--- src/rtl/fir_pkg.sv ---
// Shared types and constants for the FIR coefficient controller and its bank.
package fir_pkg;

  localparam int COEF_W     = 16;
  localparam int N_TAPS_DEF = 16;

  typedef logic signed [COEF_W-1:0] coef_t;

  typedef enum logic [1:0] {
    L_IDLE  = 2'd0,
    L_FILL  = 2'd1,
    L_ARMED = 2'd2
  } load_state_t;

  typedef enum logic {
    RUN   = 1'b0,
    FLUSH = 1'b1
  } mode_t;

  // Width of one tap slice on the flat coefficient bus.
  localparam int SLICE_W = COEF_W;

  function automatic int flat_w(input int bw, input int n);
    return bw * n;
  endfunction

endpackage

--- src/rtl/fir_coef_ctrl_if.sv ---
// Sample stream, coefficient load and status signals of fir_coef_ctrl.
interface fir_coef_ctrl_if #(
  parameter int BITWIDTH = 16,
  parameter int N        = 16
);
  logic                  in_valid;
  logic [BITWIDTH-1:0]   in_data;
  logic                  in_ready;
  logic                  fir_enable;
  logic [BITWIDTH-1:0]   fir_inP;
  logic [BITWIDTH*N-1:0] coeffs;
  logic                  ld_valid;
  logic [BITWIDTH-1:0]   ld_data;
  logic                  ld_last;
  logic                  ld_ready;
  logic                  commit;
  logic                  bank_id;
  logic                  busy;
  logic                  error;
  logic                  err_clr;

  modport slave (
    input  in_valid, in_data, ld_valid, ld_data, ld_last, commit, err_clr,
    output in_ready, fir_enable, fir_inP, coeffs, ld_ready, bank_id, busy, error
  );

  modport master (
    output in_valid, in_data, ld_valid, ld_data, ld_last, commit, err_clr,
    input  in_ready, fir_enable, fir_inP, coeffs, ld_ready, bank_id, busy, error
  );
endinterface

--- src/rtl/fir_coef_bank.sv ---
// Shadow and active coefficient register banks; the swap strobe copies the
// whole shadow bank into the active bank in one edge.
module fir_coef_bank #(
  parameter int BITWIDTH = 16,
  parameter int N        = 16,
  parameter int IDXW     = $clog2(N)
) (
  input  logic                  clk,
  input  logic                  resetn,
  input  logic                  i_we,
  input  logic [IDXW-1:0]       i_idx,
  input  logic [BITWIDTH-1:0]   i_data,
  input  logic                  i_swap,
  output logic [BITWIDTH*N-1:0] o_coeffs
);

  logic [BITWIDTH-1:0] r_shadow [N];
  logic [BITWIDTH-1:0] r_active [N];

  genvar gi;
  generate
    for (gi = 0; gi < N; gi++) begin : g_tap
      always_ff @(posedge clk or negedge resetn) begin
        if (!resetn) begin
          r_shadow[gi] <= '0;
          r_active[gi] <= '0;
        end else begin
          if (i_we && (i_idx == IDXW'(gi))) begin
            r_shadow[gi] <= i_data;
          end
          if (i_swap) begin
            r_active[gi] <= r_shadow[gi];
          end
        end
      end

      assign o_coeffs[BITWIDTH*gi +: BITWIDTH] = r_active[gi];
    end
  endgenerate

endmodule

--- src/rtl/fir_coef_ctrl.sv ---
// Coefficient load/commit controller in front of the FIR block.
// Optional post-swap delay-line flush: define FIR_COEF_CTRL_FLUSH_EN.
module fir_coef_ctrl
  import fir_pkg::*;
#(
  parameter int BITWIDTH = COEF_W,
  parameter int N        = N_TAPS_DEF,
  parameter int IDXW     = $clog2(N)
) (
  input  logic           clk,
  input  logic           resetn,
  fir_coef_ctrl_if.slave bus
);

  load_state_t     r_state, w_state_next;
  logic [IDXW-1:0] r_idx, w_idx_next;
  logic            r_pending, w_pending_next;
  logic            r_error, w_error_next;
  logic            r_bank_id;
  logic            w_ld_ready;
  logic            w_ld_fire;
  logic            w_is_last_idx;
  logic            w_frame_err;
  logic            w_fill_done;
  logic            w_swap;
  logic            w_flushing;

  assign w_ld_ready    = (r_state != L_ARMED);
  assign w_ld_fire     = bus.ld_valid & w_ld_ready;
  assign w_is_last_idx = (r_idx == IDXW'(N - 1));
  // ld_last must coincide exactly with the final tap; anything else is a framing error.
  assign w_frame_err   = w_ld_fire & (bus.ld_last != w_is_last_idx);
  assign w_fill_done   = w_ld_fire & bus.ld_last & w_is_last_idx;
  assign w_swap        = (r_state == L_ARMED) & (r_pending | bus.commit);

  always_comb begin
    w_state_next   = r_state;
    w_idx_next     = r_idx;
    w_pending_next = r_pending;
    w_error_next   = r_error;

    case (r_state)
      L_IDLE, L_FILL: begin
        if (w_ld_fire) begin
          if (w_frame_err) begin
            w_state_next = L_IDLE;
            w_idx_next   = '0;
          end else if (w_fill_done) begin
            w_state_next = L_ARMED;
            w_idx_next   = '0;
          end else begin
            w_state_next = L_FILL;
            w_idx_next   = IDXW'(r_idx + 1'b1);
          end
        end
        if (bus.commit && (r_state == L_FILL)) begin
          w_pending_next = 1'b1;
        end
      end
      L_ARMED: begin
        if (bus.commit) begin
          w_pending_next = 1'b1;
        end
        if (w_swap) begin
          w_state_next = L_IDLE;
        end
      end
      default: begin
        w_state_next = L_IDLE;
        w_idx_next   = '0;
      end
    endcase

    if (w_swap || w_frame_err) begin
      w_pending_next = 1'b0;
    end

    // A fresh error outranks a simultaneous clear.
    if (w_frame_err) begin
      w_error_next = 1'b1;
    end else if (bus.err_clr) begin
      w_error_next = 1'b0;
    end
  end

  always_ff @(posedge clk or negedge resetn) begin
    if (!resetn) begin
      r_state   <= L_IDLE;
      r_idx     <= '0;
      r_pending <= 1'b0;
      r_error   <= 1'b0;
      r_bank_id <= 1'b0;
    end else begin
      r_state   <= w_state_next;
      r_idx     <= w_idx_next;
      r_pending <= w_pending_next;
      r_error   <= w_error_next;
      if (w_swap) begin
        r_bank_id <= ~r_bank_id;
      end
    end
  end

  fir_coef_bank #(
    .BITWIDTH (BITWIDTH),
    .N        (N),
    .IDXW     (IDXW)
  ) u_bank (
    .clk      (clk),
    .resetn   (resetn),
    .i_we     (w_ld_fire),
    .i_idx    (r_idx),
    .i_data   (bus.ld_data),
    .i_swap   (w_swap),
    .o_coeffs (bus.coeffs)
  );

`ifdef FIR_COEF_CTRL_FLUSH_EN
  mode_t           r_mode, w_mode_next;
  logic [IDXW-1:0] r_flush_cnt, w_flush_cnt_next;

  // Every swap (including one during a flush) restarts an N-cycle flush.
  always_comb begin
    w_mode_next      = r_mode;
    w_flush_cnt_next = r_flush_cnt;
    if (w_swap) begin
      w_mode_next      = FLUSH;
      w_flush_cnt_next = IDXW'(N - 1);
    end else if (r_mode == FLUSH) begin
      if (r_flush_cnt == '0) begin
        w_mode_next = RUN;
      end else begin
        w_flush_cnt_next = IDXW'(r_flush_cnt - 1'b1);
      end
    end
  end

  always_ff @(posedge clk or negedge resetn) begin
    if (!resetn) begin
      r_mode      <= RUN;
      r_flush_cnt <= '0;
    end else begin
      r_mode      <= w_mode_next;
      r_flush_cnt <= w_flush_cnt_next;
    end
  end

  assign w_flushing = (r_mode == FLUSH);
`else
  assign w_flushing = 1'b0;
`endif

  assign bus.in_ready   = ~w_flushing;
  assign bus.fir_enable = resetn & (w_flushing | bus.in_valid);
  assign bus.fir_inP    = w_flushing ? '0 : bus.in_data;
  assign bus.ld_ready   = w_ld_ready;
  assign bus.bank_id    = r_bank_id;
  assign bus.error      = r_error;
  assign bus.busy       = (r_state != L_IDLE) | w_flushing;

endmodule
--- src/flat_wrapper.sv ---
// flat-port wrapper written by rule: the top's interface ports become plain ports
module fir_coef_ctrl_flat import fir_pkg::*;
#(
  parameter int BITWIDTH = COEF_W,
  parameter int N        = N_TAPS_DEF,
  parameter int IDXW     = $clog2(N)
)
  (clk, resetn, bus_in_valid, bus_in_data, bus_ld_valid, bus_ld_data, bus_ld_last, bus_commit, bus_err_clr, bus_in_ready, bus_fir_enable, bus_fir_inP, bus_coeffs, bus_ld_ready, bus_bank_id, bus_busy, bus_error);
  fir_coef_ctrl_if #(.BITWIDTH(BITWIDTH), .N(N)) bus_i ();
  input  logic clk;
  input  logic resetn;
  input wire logic [$bits(bus_i.in_valid)-1:0] bus_in_valid;
  input wire logic [$bits(bus_i.in_data)-1:0] bus_in_data;
  input wire logic [$bits(bus_i.ld_valid)-1:0] bus_ld_valid;
  input wire logic [$bits(bus_i.ld_data)-1:0] bus_ld_data;
  input wire logic [$bits(bus_i.ld_last)-1:0] bus_ld_last;
  input wire logic [$bits(bus_i.commit)-1:0] bus_commit;
  input wire logic [$bits(bus_i.err_clr)-1:0] bus_err_clr;
  output wire logic [$bits(bus_i.in_ready)-1:0] bus_in_ready;
  output wire logic [$bits(bus_i.fir_enable)-1:0] bus_fir_enable;
  output wire logic [$bits(bus_i.fir_inP)-1:0] bus_fir_inP;
  output wire logic [$bits(bus_i.coeffs)-1:0] bus_coeffs;
  output wire logic [$bits(bus_i.ld_ready)-1:0] bus_ld_ready;
  output wire logic [$bits(bus_i.bank_id)-1:0] bus_bank_id;
  output wire logic [$bits(bus_i.busy)-1:0] bus_busy;
  output wire logic [$bits(bus_i.error)-1:0] bus_error;
  assign bus_i.in_valid = bus_in_valid;
  assign bus_i.in_data = bus_in_data;
  assign bus_i.ld_valid = bus_ld_valid;
  assign bus_i.ld_data = bus_ld_data;
  assign bus_i.ld_last = bus_ld_last;
  assign bus_i.commit = bus_commit;
  assign bus_i.err_clr = bus_err_clr;
  assign bus_in_ready = bus_i.in_ready;
  assign bus_fir_enable = bus_i.fir_enable;
  assign bus_fir_inP = bus_i.fir_inP;
  assign bus_coeffs = bus_i.coeffs;
  assign bus_ld_ready = bus_i.ld_ready;
  assign bus_bank_id = bus_i.bank_id;
  assign bus_busy = bus_i.busy;
  assign bus_error = bus_i.error;
  fir_coef_ctrl #(.BITWIDTH(BITWIDTH), .N(N), .IDXW(IDXW)) u_core (.clk(clk), .resetn(resetn), .bus(bus_i));
endmodule
--- config.mk ---
export PLATFORM = sky130hd
export DESIGN_NAME = fir_coef_ctrl_flat
export DESIGN_NICKNAME = d
export VERILOG_FILES = /design/src/rtl/fir_pkg.sv /design/src/rtl/fir_coef_ctrl_if.sv /design/src/rtl/fir_coef_bank.sv /design/src/rtl/fir_coef_ctrl.sv /design/src/flat_wrapper.sv
export SDC_FILE = /design/constraint.sdc
export NUM_CORES = 1
export LEC_CHECK = 0
export ABC_AREA = 0
export ABC_CLOCK_PERIOD_IN_PS = 1900
export CORE_ASPECT_RATIO = 1.25
export CORE_UTILIZATION = 50
export CTS_BUF_LIST = sky130_fd_sc_hd__clkbuf_8
export DETAILED_ROUTE_END_ITERATION = 6
export GPL_TIMING_DRIVEN = 0
export PLACE_DENSITY = 0.84
export SYNTH_ARGS = -nofsm -noshare
export SYNTH_HDL_FRONTEND = slang
export SYNTH_SLANG_ARGS = --single-unit
--- constraint.sdc ---
create_clock -name clk -period 1.9 [get_ports clk]
set_input_delay 0.38 -clock clk [delete_from_list [all_inputs] [get_ports clk]]
set_output_delay 0.38 -clock clk [all_outputs]
set_load 0.01 [all_outputs]
==> results of run 1 <==
[per-stage QoR]
| stage | utilization | worst slack (ns) | std cells | setup TNS, ns | power [mW] |
|---|---|---|---|---|---|
| after CTS | 0.657 | -0.0338 | 2172 | -0.257 | 27.0 |
| after global placement | 0.602 | -21.36 | 1991 | - | 17.0 |
| after global routing | 0.668 | -0.109 | 2187 | -14.79 | 28.1 |
| final | 0.668 | -0.0395 | 2187 | -0.813 | 27.0 |
| after detailed placement | 0.604 | -0.767 | 1995 | -213.87 | 17.3 |
| after floorplan | - | 0.00855 | 1194 | 0 | 16.1 |
[logic make-up after synthesis]
kind of cell,count (synthesis),synth area share
flops,521,0.651
other cells,1,0.000187
xor+xnor,2,0.000874
fa+ha+maj,4,0.00250
mux,514,0.294
buf+inv,97,0.0323
simple gates,42,0.0145
compound gates,13,0.00450
[power by group]
group | internal [mW] | switching (mW)
Combinational | 2.10 | 1.31
Clock | 5.04 | 4.36
Sequential | 13.1 | 1.05
Total | 20.2 | 6.73
[tightest hold or removal path, cell delays in order]
cell	delay (ns)
buf_16	0.08
buf_12	0.09
buf_16	0.11
buf_16	0.43
[worst min-delay path by stage]
stage / to / cells past startpoint / slack (ns) / from
6_report: u_core.u_bank.o_coeffs[118] / 4 / 0.009 / resetn
5_1_grt: u_core.u_bank.o_coeffs[50] / 4 / 0.06 / resetn
4_1_cts: u_core.u_bank.o_coeffs[50] / 4 / 0.03 / resetn
3_5_place_dp: u_core.u_bank.r_shadow[47] / 1 / 0.31 / resetn
3_3_place_gp: u_core.bus.bank_id / 1 / 0.46 / u_core.bus.bank_id
2_1_floorplan: u_core.bus.bank_id / 0 / 0.08 / resetn
[cell usage after synthesis, types with 3 or more instances]
| cell type | count |
|---|---|
| inv_1 | 4 |
| mux2_2 | 483 |
| mux2_4 | 30 |
| ha_1 | 4 |
| buf_6 | 6 |
| nand2_1 | 4 |
| buf_4 | 49 |
| or3_1 | 4 |
| buf_2 | 18 |
| clkbuf_1 | 16 |
| nor3_2 | 4 |
| nor2_1 | 6 |
| nand3_1 | 8 |
| a21oi_1 | 3 |
| dfrtp_1 | 521 |
| o31ai_1 | 3 |
[repair_timing]
item                                    in CTS  in global routing
endpoints found under the setup margin     718                422
gates resized for setup                    341                 63
gates cloned                                 6                  3
hold buffers                                 7                  0
endpoints found under the hold margin      276                  0
pin swaps                                    7                  4
buffers inserted                            27                 13
[layer usage]
layer / vias up / GRT usage
met5: - / 0
met4: 0 / 0.111
met3: 112 / 0.0597
met2: 378 / 0.439
met1: 6291 / 0.299
li1: 5063 / -
[sequential cells by signal (all words and copies together) (netlist names)]
name and cells:
u_core.u_bank.r_shadow 256, u_core.r_pending 1, u_core.r_idx 4, u_core.u_bank.o_coeffs 256, u_core.r_state 2, u_core.bus.bank_id 1, u_core.bus.error 1
[area by class of cell]
cell class / instances / area share
Inverter: 6 / 0.00114
Multi-Input combinational cell: 576 / 0.249
Tap cell: 498 / 0.0237
Buffer: 87 / 0.0345
Clock inverter: 40 / 0.00958
Timing Repair Buffer: 359 / 0.133
Sequential cell: 521 / 0.497
Clock buffer: 100 / 0.0524
==> impl_results.md, run 1 <==
- Layout cell share with drive strength beyond 1: 0.473
- WL met3: 2620 um
- Most common library cell in the layout ignoring fill and taps: dfrtp_1
- Placed wire-length estimate: 32700 um
- FFs w/ async S/R, synth: 1.00
- Area leader, netlist: dfrtp_1
- Startpoint types: flip-flop
- R2r startpoint: u_core.r_state[1]
- Inserted Diodes: 0
- # rows: 81
- Min-Delay Path Class: in -> async
- Area after DPL: 0.0238 mm^2
- Setup ws final: -0.0395 ns
- Share of the synthesized area in the top cell type: 0.651
- CP required: ~1.5 ns
- M1 wire length: 20400 um
- Synth warnings: 0
- Die H: 226 um
- Area of the multi-input gates: 0.00654 mm^2
- Final GP Congestion: 0.769
- Crit path max-delay cell type: dfrtp_1
- Final Net Count: roughly 1700
- Synth-to-Final Area Change: 31.1%
- Routed vias: 11800
- Hold slack final: 0.00854 ns
- Worst skew pair latency: about 0.64 ns
- # DRC: 0
- # clock sinks: 521
- Maximum clock path buffer count: 3
- I/O Buffers: 299
- First-pass GRT wire length: 77300 um
- I/O Pins: 317
- Worst R2R Path Depth: 8
- Initial Utilization: 0.510
- Synth Flop Type: dfrtp_1
- Top layer in use: met4
- Power density over the cells: 1030 mW/mm^2
- Leakage: 14.0 nW
- R2r setup slk: -0.03 ns
- Most frequent cells in the layout: dfrtp_1, mux2_2, dlygate4sd2_1
- CP cell instances: buf_6 > nor2b_4 > inv_4 > buf_6
- Setup crit end: bus_ld_ready
- Routed length per instance: 23.6 um
- Die width: 181 um
- Count of final setup violators: 94
- Sequential fraction of the synthesis area: 0.651
- CP bufs+invs: 3
- DIE AREA: 0.0409 mm^2
- Max FO, Critical Path: 7
- Unrepaired setup endpoints after global routing: yes
- Pin count of the biggest net entering global routing: 132
- Number of global-route vias before repair: around 13000
- Fmax: between 0.5 and 0.6 GHz
- Hold Fails Final Rpt: 0
- Met2 routed wirelength: 26400 um
- Violated checks: negative setup slack
- Fill count: roughly 2700
- Root buf cell: clkbuf_8
- Synth Area per Inst: around 17 um^2
- Post-layout min period: 1.94 ns
- Critical path type: reg -> out
- Post-DRT Antenna Nets: 0
- Most used cell, CP: buf_6
- Final Cell Area: around 0.026 mm^2
- Clk pin slew, worst setup/hold paths: 0.06 ns
- Peak per-stage delay on the critical path: roughly 0.35 ns
- DRT Pass-1 Iters: 5
- Max_slew headroom: 0.279
- Most area-consuming cells after synthesis: dfrtp_1, mux2_2, mux2_4, buf_4, buf_2
- Critical path arrival: roughly 1.6 ns
- Initial drt markers: slightly below 500
- Syn Inst Count: 1194
- Total grt overflow: 0
- Antenna violations before repair: 0
- Drt via density: 5.42
- Post-Syn Area: 0.0200 mm^2
- Actual slew at the worst max-slew pin: ~1.1 ns
- Post-synth EDFFs: 0
- Core ar.: 0.0393 mm^2
- CTS tree: yes
- Synth cell types: 41
- FF/Latch Area: 0.0130 mm^2
- Max cap viols: 0
- CTS Buf Count: 79
- GRT Total Usage: 0.252
- CP delay by family, top: flip-flops
- Crit Reg-Reg Endpoint: u_core.u_bank.o_coeffs[63]
- Final Slew Violations: 0
- Tcrit/Tclk final: 1.02
- Worst setup path startpoint: u_core.r_state[1]
- Final Skew: 0.0237 ns
- Worst VDD drop: roughly 660 uV
- DRT Wirelength: 51500 um
- Htree depth: 3
- Register bit total from synthesis: around 520
- Syn nets: between 1000 and 1500
- Status: complete, but fails checks
- Crit end category: primary output
- Critical path depth: 4
Power figures use the tool's default switching activity.
==> inputs of run 2 (changes only) <==
--- a/config.mk
+++ b/config.mk
@@ -7,11 +7,13 @@
 export LEC_CHECK = 0
 export ABC_AREA = 0
 export ABC_CLOCK_PERIOD_IN_PS = 1900
+export CAP_MARGIN = 15
 export CORE_ASPECT_RATIO = 1.25
 export CORE_UTILIZATION = 50
 export CTS_BUF_LIST = sky130_fd_sc_hd__clkbuf_8
 export DETAILED_ROUTE_END_ITERATION = 6
 export GPL_TIMING_DRIVEN = 0
+export HOLD_SLACK_MARGIN = 0.06
 export PLACE_DENSITY = 0.84
 export SYNTH_ARGS = -nofsm -noshare
 export SYNTH_HDL_FRONTEND = slang
==> run 2 against run 1 <==
Effect of this change:
- the flow still finishes with violations (negative setup slack)
- cell area decreased by 0.14%
- first-iteration DRC count down 3.6%
- flip-flop and latch count stayed put
- non-clock buffer count is 3 lower
- combinational power is essentially flat
- via count down 0.75%
- sequential power about the same
- power about the same
- maximum frequency down 2.1%
- die area unchanged
- clock-buffer cell count did not move
- sequential share of layout area is 0.069 points higher
==> impl_results.md, run 2 (synthesis results as in run 1) <==
- Setup ws final: -0.0815 ns
- Power density over the cells: ~1000 mW/mm^2
- Die width: 181 um
- Initial Utilization: 0.510
- Pin count of the biggest net entering global routing: 132
- Crit path max-delay cell type: dfrtp_2
- Critical path type: reg -> reg
- DIE AREA: around 0.041 mm^2
- Violated checks: negative setup slack
- Clk pin slew, worst setup/hold paths: roughly 0.060 ns
- CTS Buf Count: a little under 80
- CP delay by family, top: simple AND/OR/NAND/NOR gates
- Critical path arrival: 2.48 ns
- Final Slew Violations: 0
- CTS tree: yes
- Max cap viols: 0
- Finished Core Util: 0.667
- # rows: 81
- Placed Cells: 1995
- Final GP Congestion: between 0.7 and 0.8
- Routed vias: 11800
- Synth-to-Final Area Change: 30.9%
- Status: complete, but fails checks
- Hold Fails Final Rpt: 0
- Antenna violations before repair: 0
- Core ar.: 0.0393 mm^2
- Post-DRT Antenna Nets: 0
- Final Skew: 0.0271 ns
- Crit end category: flip-flop
- Hold slack final: ~0.35 ns
- Worst skew pair latency: about 0.63 ns
- Die H: 226 um
- Max_slew headroom: 0.316
- DRT Wirelength: 51200 um
- Maximum clock path buffer count: 3
- Area after DPL: 0.0238 mm^2
- Placed wire-length estimate: 32700 um
- Root buf cell: clkbuf_8
- First-pass GRT wire length: 77300 um
- Layout Cells excl Fill: 2185
- # clock sinks: 521
- DRT Pass-1 Iters: 4
- Fmax: roughly 0.5 GHz
- Peak per-stage delay on the critical path: 0.42 ns
- Max FO, Critical Path: 10
- Total grt overflow: 0
- Final Net Count: 1670
- CP cell instances: buf_12 > ha_4 > nand3_2 > or3_1 > buf_4 > buf_6 > mux2_2
- Worst VDD drop: 669 uV
- Leakage: roughly 14 nW
- # DRC: 0
- Final Cell Area: roughly 0.026 mm^2
- Tcrit/Tclk final: 1.04
- Initial drt markers: 476
- I/O Buffers: 299
- Most frequent cells in the layout: dfrtp_1, mux2_2, dlygate4sd2_1
- CP required: 2.40 ns
- CP bufs+invs: 3
- Count of final setup violators: 49
- Actual slew at the worst max-slew pin: 1.03 ns
- Post-layout min period: 1.98 ns
- GRT Total Usage: 0.253
- Number of global-route vias before repair: between 10000 and 15000
- Layout cell share with drive strength beyond 1: 0.472
- Unrepaired setup endpoints after global routing: yes
- Startpoint types: flip-flop
- Drt via density: between 5 and 6
- Most common library cell in the layout ignoring fill and taps: dfrtp_1
- Htree depth: 3
- Min-Delay Path Class: in -> reg
- Routed length per instance: ~23 um
- I/O Pins: 317
-- run 2: cell count changes in the layout (fill, tap and decap cells not counted), moves of 2 or more --
cell	change
buf_2	+3
inv_2	+2
buf_6	-3
clkbuf_4	-2
buf_4	-3
nand3_2	+3
buf_12	+5
mux2_2	-4
buf_8	-3
nand3_4	-3
inv_4	-2
mux2_4	+4
-- run 2: final timing paths --
path                       slack [ns]                     endpoint          startpoint  cells after the start
min                              0.35             u_core.bus.error         bus_err_clr                      3
max reg2reg                     -0.08   u_core.u_bank.r_shadow[12]     u_core.r_idx[1]                      7
min reg2reg                      0.47           u_core.bus.bank_id  u_core.bus.bank_id                      1
max in group asynchronous        0.22  u_core.u_bank.r_shadow[196]              resetn                      6
min in group asynchronous        0.42  u_core.u_bank.r_shadow[191]              resetn                      3
max                             -0.08   u_core.u_bank.r_shadow[12]     u_core.r_idx[1]                      7
-- run 2: cell type report --
class,instances,area (um^2)
diodes,1,2.50
plain buffers,87,906
clock buffers,100,1380
clock inverters,40,251
fillers,2706,13100
inverters,6,25.0
multi-input cells,576,6510
flip-flops and latches,521,13000
well taps,498,623
repair buffers,356,3490
-- run 2: report_power, final --
group          internal, mW  switching, mW  total [mW]
clock network          5.04           4.35        9.40
logic                  2.10           1.30        3.40
registers              13.1           1.05        14.1
total                  20.2           6.70        26.9
-- run 2: worst min-delay path, cell delays in order --
cell and delay [ns]:
clkdlybuf4s50_1 0.39, inv_1 0.05, a32o_1 0.11
-- run 2: timing repair --
action                     CTS  global route
hold buffers                 8             0
setup endpoints to repair  718           437
buffers inserted            27             9
gates resized for setup    341            60
cloned                       6             3
pin swaps                    7             3
hold endpoints to repair   276             0
-- run 2: routing by layer --
layer	vias up	track usage	wire length (um)
met5	-	0	0
met2	380	0.439	26200
met1	6216	0.301	20300
li1	5055	-	-
met4	0	0.110	1920
met3	104	0.0592	2780
-- run 2: per-stage QoR --
stage	worst slack, ns	TNS [ns]	power [mW]
global placement	-21.36	-	17.0
detailed placement	-0.767	-213.87	17.3
global route	-0.132	-5.54	28.1
CTS	-0.0338	-0.257	27.0
finish	-0.0815	-1.02	26.9
floorplan	0.00855	0	16.1
==> RTL change 1, RTL diff (config.mk and constraints of run 2) <==
Encoding of `load_state_t`: now one-hot (3 bits for 3 states).
--- a/src/rtl/fir_pkg.sv
+++ b/src/rtl/fir_pkg.sv
@@ -6,10 +6,10 @@
 
   typedef logic signed [COEF_W-1:0] coef_t;
 
-  typedef enum logic [1:0] {
-    L_IDLE  = 2'd0,
-    L_FILL  = 2'd1,
-    L_ARMED = 2'd2
+  typedef enum logic [2:0] {
+    L_IDLE  = 3'b001,
+    L_FILL  = 3'b010,
+    L_ARMED = 3'b100
   } load_state_t;
 
   typedef enum logic {
Formal check against the unedited RTL: no difference found for any inputs over 4 cycles, from zero or initial values and one cycle with resetn low; so few cycles prove little.
==> RTL change 1 against run 2 <==
The run still ends with negative setup slack left; worst setup slack got worse by 0.13 ns; synthesized area increased by 0.31%; worst hold slack worse by 0.11 ns; critical path depth fell by 5; non-clock buffer count down 18; routed wire length down 5.6%; cell area fell by 1.4%; sequential cell count rose by 1; highest routed layer unchanged.
Power is not compared: it rests on default switching activity, and its combinational part moved more than twofold at a synthesized area within 25%.
==> RTL change 1: results (changes against run 2) <==
Logic synthesis
  • Leading post-synthesis cells by cell area: dfrtp_1 65%, mux2_2 28%, buf_4 1.7% (was dfrtp_1 65%, mux2_2 27%, mux2_4 2.2%)
  • Most used DFF post-synth: dfrtp_1 (unchanged)
  • Synth unique cells: 50 (was 41)
  • Commonest cells in the synthesized netlist: 521 x dfrtp_1, 491 x mux2_2, 46 x buf_4 (was 521 x dfrtp_1, 483 x mux2_2, 49 x buf_4)
  • Sequential share of the synthesized area: 65.0% (was 65.1%)
  • Number of synthesis warnings: 0 (unchanged)
  • Post-Synthesis Cells: 1,197 (was 1,194)
  • Async S/R FF share, synth: 100% (unchanged)

Clock network
  • Clk buf depth: 3 (unchanged)
  • Clk root buf: clkbuf_8 (unchanged)
  • Clock-pin slew on the worst setup and hold paths: 0.07 ns
  • CTS buffer count: 79 (unchanged)

Place
  • Cell Area, Placed: 23,800 µm² (about the same)
  • Placed cells: 1,997 (was 1,995)
  • Post-Place Setup Slack: -0.691 ns (was -0.767 ns)
  • HPWL Detailed: 31,900 µm (was 32,700 µm)
  • GP Congestion: 0.822 (was 0.769)
  • PortBufs: 298 (was 299)

Worst setup path
  • Worst r2r src: u_core.r_state[0] (was u_core.r_idx[1])
  • Worst reg2reg setup slack: 0.01 ns (was -0.08 ns)
  • Arrival time worst endpoint: 1.73 ns (was 2.48 ns)
  • CP max stage delay: 0.58 ns (was 0.42 ns)
  • Reg-to-reg critical path endpoint: u_core.u_bank.r_shadow[145] (was u_core.u_bank.r_shadow[12])
  • Crit-path slowest cell: dfstp_2 (was dfrtp_2)
  • CP top delay family: flip-flops (was simple AND/OR/NAND/NOR gates)
  • FF-to-FF path depth: 6 (was 7)
  • Crit Path Max Fanout: 4 (was 10)

Timing
  • Hold Slack: 0.236 ns (was 0.347 ns)
  • Final TNS setup: -0.329 ns (was -1.02 ns)
  • Setup-failing EPs final: 2 (was 49)
  • Clock Skew: 0.0187 ns (was 0.0271 ns)
  • Slew HR: 42.4% (was 31.6%)
  • Final worst setup slack: -0.211 ns (was -0.0815 ns)

Power
  • Sw frac: 23.5%
  • Leak Pwr: 14.0 nW
  • Max VDD drop: 0.000628 V

Route
  • TritonRoute pass-1 iters: 4 (unchanged)
  • Vias/cell: 5.33 (was 5.38)
  • Final Routed Wirelength: 48,300 µm (was 51,200 µm)
  • 1st-iter DRT viols: 486 (was 476)

Worst hold path
  • Hold_sp: bus_ld_last (was bus_err_clr)
  • Worst Hold Endpoint: u_core.r_state[2] (was u_core.bus.error)
  • Hold path cells: 2 (was 3)

Global routing
  • Vias in the first global route: 12,500 (was 12,800)
  • Largest net degree at the start of global routing: 129 (was 132)
  • First-pass GRT wire length: 73,700 µm (was 77,300 µm)
  • GRT Util Overall: 23.9% (was 25.3%)

Status
  • Status: finished with violations (unchanged)
  • Failing checks: negative setup slack (unchanged)

Layout
  • Final Non-Filler Cells: 2,169 (was 2,185)
  • Ant diodes: 0 (was 1)
  • Share of layout cells above drive strength 1: 45.0% (was 47.2%)
  • Final nets: 1,658 (was 1,670)
  • Fillers: 2,838 (was 2,706)
RTL change 1: changes by cell type after synthesis, moves of 3 or more:
cell / delta
mux2_2: +8
nand4_2: +6
mux2_4: -30
clkbuf_1: +5
nor3_2: -4
buf_2: -7
or3_1: -4
nor4b_4: +4
mux2_1: +21
nor3_4: +3
buf_6: +4
buf_4: -3
nand3_1: -7
RTL change 1: per-layer routing:
layer / vias to the layer above / GRT usage [%] / wire (µm)
li1: 5072 / - / -
met1: 6067 / 29.3 / 19000
met2: 342 / 40.3 / 24900
met3: 73 / 6.95 / 3270
met4: 0 / 8.67 / 1180
met5: - / 0 / 0
RTL change 1: power by group through the flow:
stage / logic [mW] / registers, mW / clock network (mW)
2_1_floorplan: 0.955 / 12.3 / 0
3_3_place_gp: 1.45 / 12.4 / 0
3_5_place_dp: 1.56 / 12.4 / 0
4_1_cts: 1.67 / 12.2 / 9.31
5_1_grt: 1.84 / 12.3 / 9.85
6_report: 1.67 / 12.3 / 9.08
RTL change 1: cell type report:
class                   instances  area, µm²  area share [%]
plain buffers                  86        852            3.30
clock buffers                  97       1340            5.17
clock inverters                40        231           0.896
inverters                       5       18.8          0.0726
multi-input cells             582       6570            25.4
flip-flops and latches        522      13100            50.6
well taps                     498        623            2.41
repair buffers                339       3150            12.2
RTL change 1: how the worst max path moves through the flow:
| stage | start | end | slack, ns | depth (start not counted) |
|---|---|---|---|---|
| floorplan | u_core.r_state[0] | u_core.u_bank.r_shadow[133] | 0.03 | 5 |
| global placement | resetn | u_core.u_bank.o_coeffs[69] | -21.41 | 1 |
| detailed placement | bus_ld_valid | u_core.u_bank.r_shadow[186] | -0.69 | 5 |
| CTS | u_core.r_state[0] | bus_busy | -0.26 | 2 |
| global route | u_core.r_state[0] | bus_busy | -0.26 | 2 |
| finish | u_core.r_state[0] | bus_busy | -0.21 | 2 |
RTL change 1: worst reg2reg max path: cells and delay by family, from the launching register on:
kind          cells  cell delay, ns
flops             1            0.58
buf+inv           3            0.49
simple gates      2            0.36
mux               1            0.34
RTL change 1: timing repair:
item                                    in CTS  in global routing
gates cloned                                 0                  3
endpoints found under the hold margin       41                  0
pin swaps                                    8                 11
setup buffers                               19                 13
endpoints found under the setup margin     706                395
hold buffers                                 2                  0
gates resized for setup                    317                 65
RTL change 1: cell families after synthesis:
| group | count (synthesis) | synth area share, % |
|---|---|---|
| other cells | 1 | 0.0187 |
| simple gates | 42 | 2.09 |
| mux | 512 | 28.7 |
| xor+xnor | 3 | 0.131 |
| flops | 522 | 65.0 |
| fa+ha+maj | 4 | 0.249 |
| compound gates | 20 | 0.785 |
| buf+inv | 93 | 3.04 |
==> RTL change 2, RTL diff (config.mk and constraints of run 2) <==
Without the edit above. The package constant `COEF_W` goes from 16 to 20.
--- a/src/rtl/fir_pkg.sv
+++ b/src/rtl/fir_pkg.sv
@@ -1,7 +1,7 @@
 // Shared types and constants for the FIR coefficient controller and its bank.
 package fir_pkg;
 
-  localparam int COEF_W     = 16;
+  localparam int COEF_W     = 20;
   localparam int N_TAPS_DEF = 16;
 
   typedef logic signed [COEF_W-1:0] coef_t;
Interface: changed (resized bus_coeffs, bus_fir_inP, bus_in_data and bus_ld_data); port bits go from 317 to 393. The function was not compared with the original's and may differ.
==> RTL change 2 against run 2 <==
The run still ends with negative setup slack left; critical endpoint is now u_core.u_bank.r_shadow[41]; synthesized area up 23%; combinational power rose by 8.5%; cell area is 20% higher; die area rose by 23%; clock power rose by 20%; via count is 22% higher; worst hold slack worse by 0.037 ns; highest routed layer is now met5; first-iteration DRC count is 49% higher; power grew 21%; worst setup slack improved by 0.044 ns; sequential power increased by 24%; routed wire length increased by 23%; sequential cell count rose by 128.
==> RTL change 2: results (changes against run 2) <==
Status
  • Status: finished with violations (unchanged)
  • Failing checks: negative setup slack (unchanged)

Timing
  • Hold Slack: 0.310 ns (was 0.347 ns)
  • Final TNS setup: -0.975 ns (was -1.02 ns)
  • Worst Tran Pin Value: 0.968 ns (was 1.03 ns)
  • Clock Skew: 0.0205 ns (was 0.0271 ns)
  • Setup-failing EPs final: 54 (was 49)
  • Final worst setup slack: -0.0373 ns (was -0.0815 ns)

Layout
  • Ant diodes: 3 (was 1)
  • Final nets: 2,015 (was 1,670)
  • Share of layout cells above drive strength 1: 43.9% (was 47.2%)
  • Buffers excl. clock: 506 (was 443)
  • Fillers: 3,585 (was 2,706)
  • Multi-In Gates: 705 (was 576)
  • Register area: 16,200 µm² (was 13,000 µm²)
  • Clock-cell share of area: 6.17% (was 6.21%)
  • Area grow syn2layout: 27.8% (was 30.9%)

Place
  • Cell Area, Placed: 29,300 µm² (was 23,800 µm²)
  • Post-Place Setup Slack: -0.794 ns (was -0.767 ns)
  • HPWL Detailed: 42,100 µm (was 32,700 µm)
  • Placed cells: 2,493 (was 1,995)
  • PortBufs: 371 (was 299)

Logic synthesis
  • Adder-Cell Fraction of Synth Area: 0.203% (was 0.250%)
  • Sequential share of the synthesized area: 65.9% (was 65.1%)
  • XOR/XNOR Fraction of Synth Area: 0.0711% (was 0.0874%)
  • Post-Synthesis Cells: 1,473 (was 1,194)
  • Post-Syn Nets: 1,524 (was 1,237)

Worst setup path
  • FF-to-FF path depth: 6 (was 7)
  • Worst r2r src: u_core.r_idx[0] (was u_core.r_idx[1])
  • Reg-to-reg critical path endpoint: u_core.u_bank.r_shadow[41] (was u_core.u_bank.r_shadow[12])

Global routing
  • Vias in the first global route: 15,700 (was 12,800)
  • Met3 Usage GRT: 6.10% (was 5.92%)
  • Initial antenna violation count: 5 (was 0)
  • Grt met1 use: 29.8% (was 30.1%)
  • Met2 Use GR: 43.3% (was 43.9%)

Clock network
  • CTS buffer count: 96 (was 79)
  • Clock tree sinks: 649 (was 521)
  • Post CTS Setup Buffer Count: 7 (was 27)
  • Worst-skew pair later-pin latency: 0.67 ns (was 0.63 ns)
  • Post-CTS sizing: 386 (was 341)

Route
  • Top Metal Used: met5 (was met4)
  • Detailed-route via count: 14,300 (was 11,800)
  • Routed wl met2: 32,100 µm (was 26,200 µm)
  • Per-cell routed wire length: 23.5 µm (was 23.4 µm)
  • Final Routed Wirelength: 63,000 µm (was 51,200 µm)
  • TritonRoute pass-1 iters: 5 (was 4)

Power
  • Max VDD drop: 0.000601 V (was 0.000669 V)
[RTL change 2: cell types whose count changed after synthesis, sizes merged, moves of 2 or more]
cell | run 2 | this run
mux2 | 513 | 641
clkbuf | 16 | 21
dfrtp | 521 | 649
buf | 75 | 92
nand4 | 3 | 1
[RTL change 2: power breakdown]
group / internal [mW] / switching, mW / total, mW / leakage, nW
Clock: 6.06 / 5.19 / 11.3 / 1.11
Sequential: 16.2 / 1.30 / 17.5 / 8.73
Combinational: 2.23 / 1.46 / 3.69 / 7.13
[RTL change 2: critical path, cell delays in order (launching register included)]
cell     delay (ns)
dfrtp_2        0.48
buf_12         0.14
ha_4           0.15
nand3_2        0.10
or3_4          0.48
buf_12         0.18
mux2_2         0.28
[RTL change 2: cells by family after synthesis]
| group | after synthesis |
|---|---|
| xor gates and xnor gates | 2 |
| adders and majority gates | 4 |
| DFF | 649 |
| buffers and inverters | 119 |
| and+or+nand+nor | 43 |
| AOI/OAI and AO/OA | 13 |
| muxes | 642 |
| other | 1 |
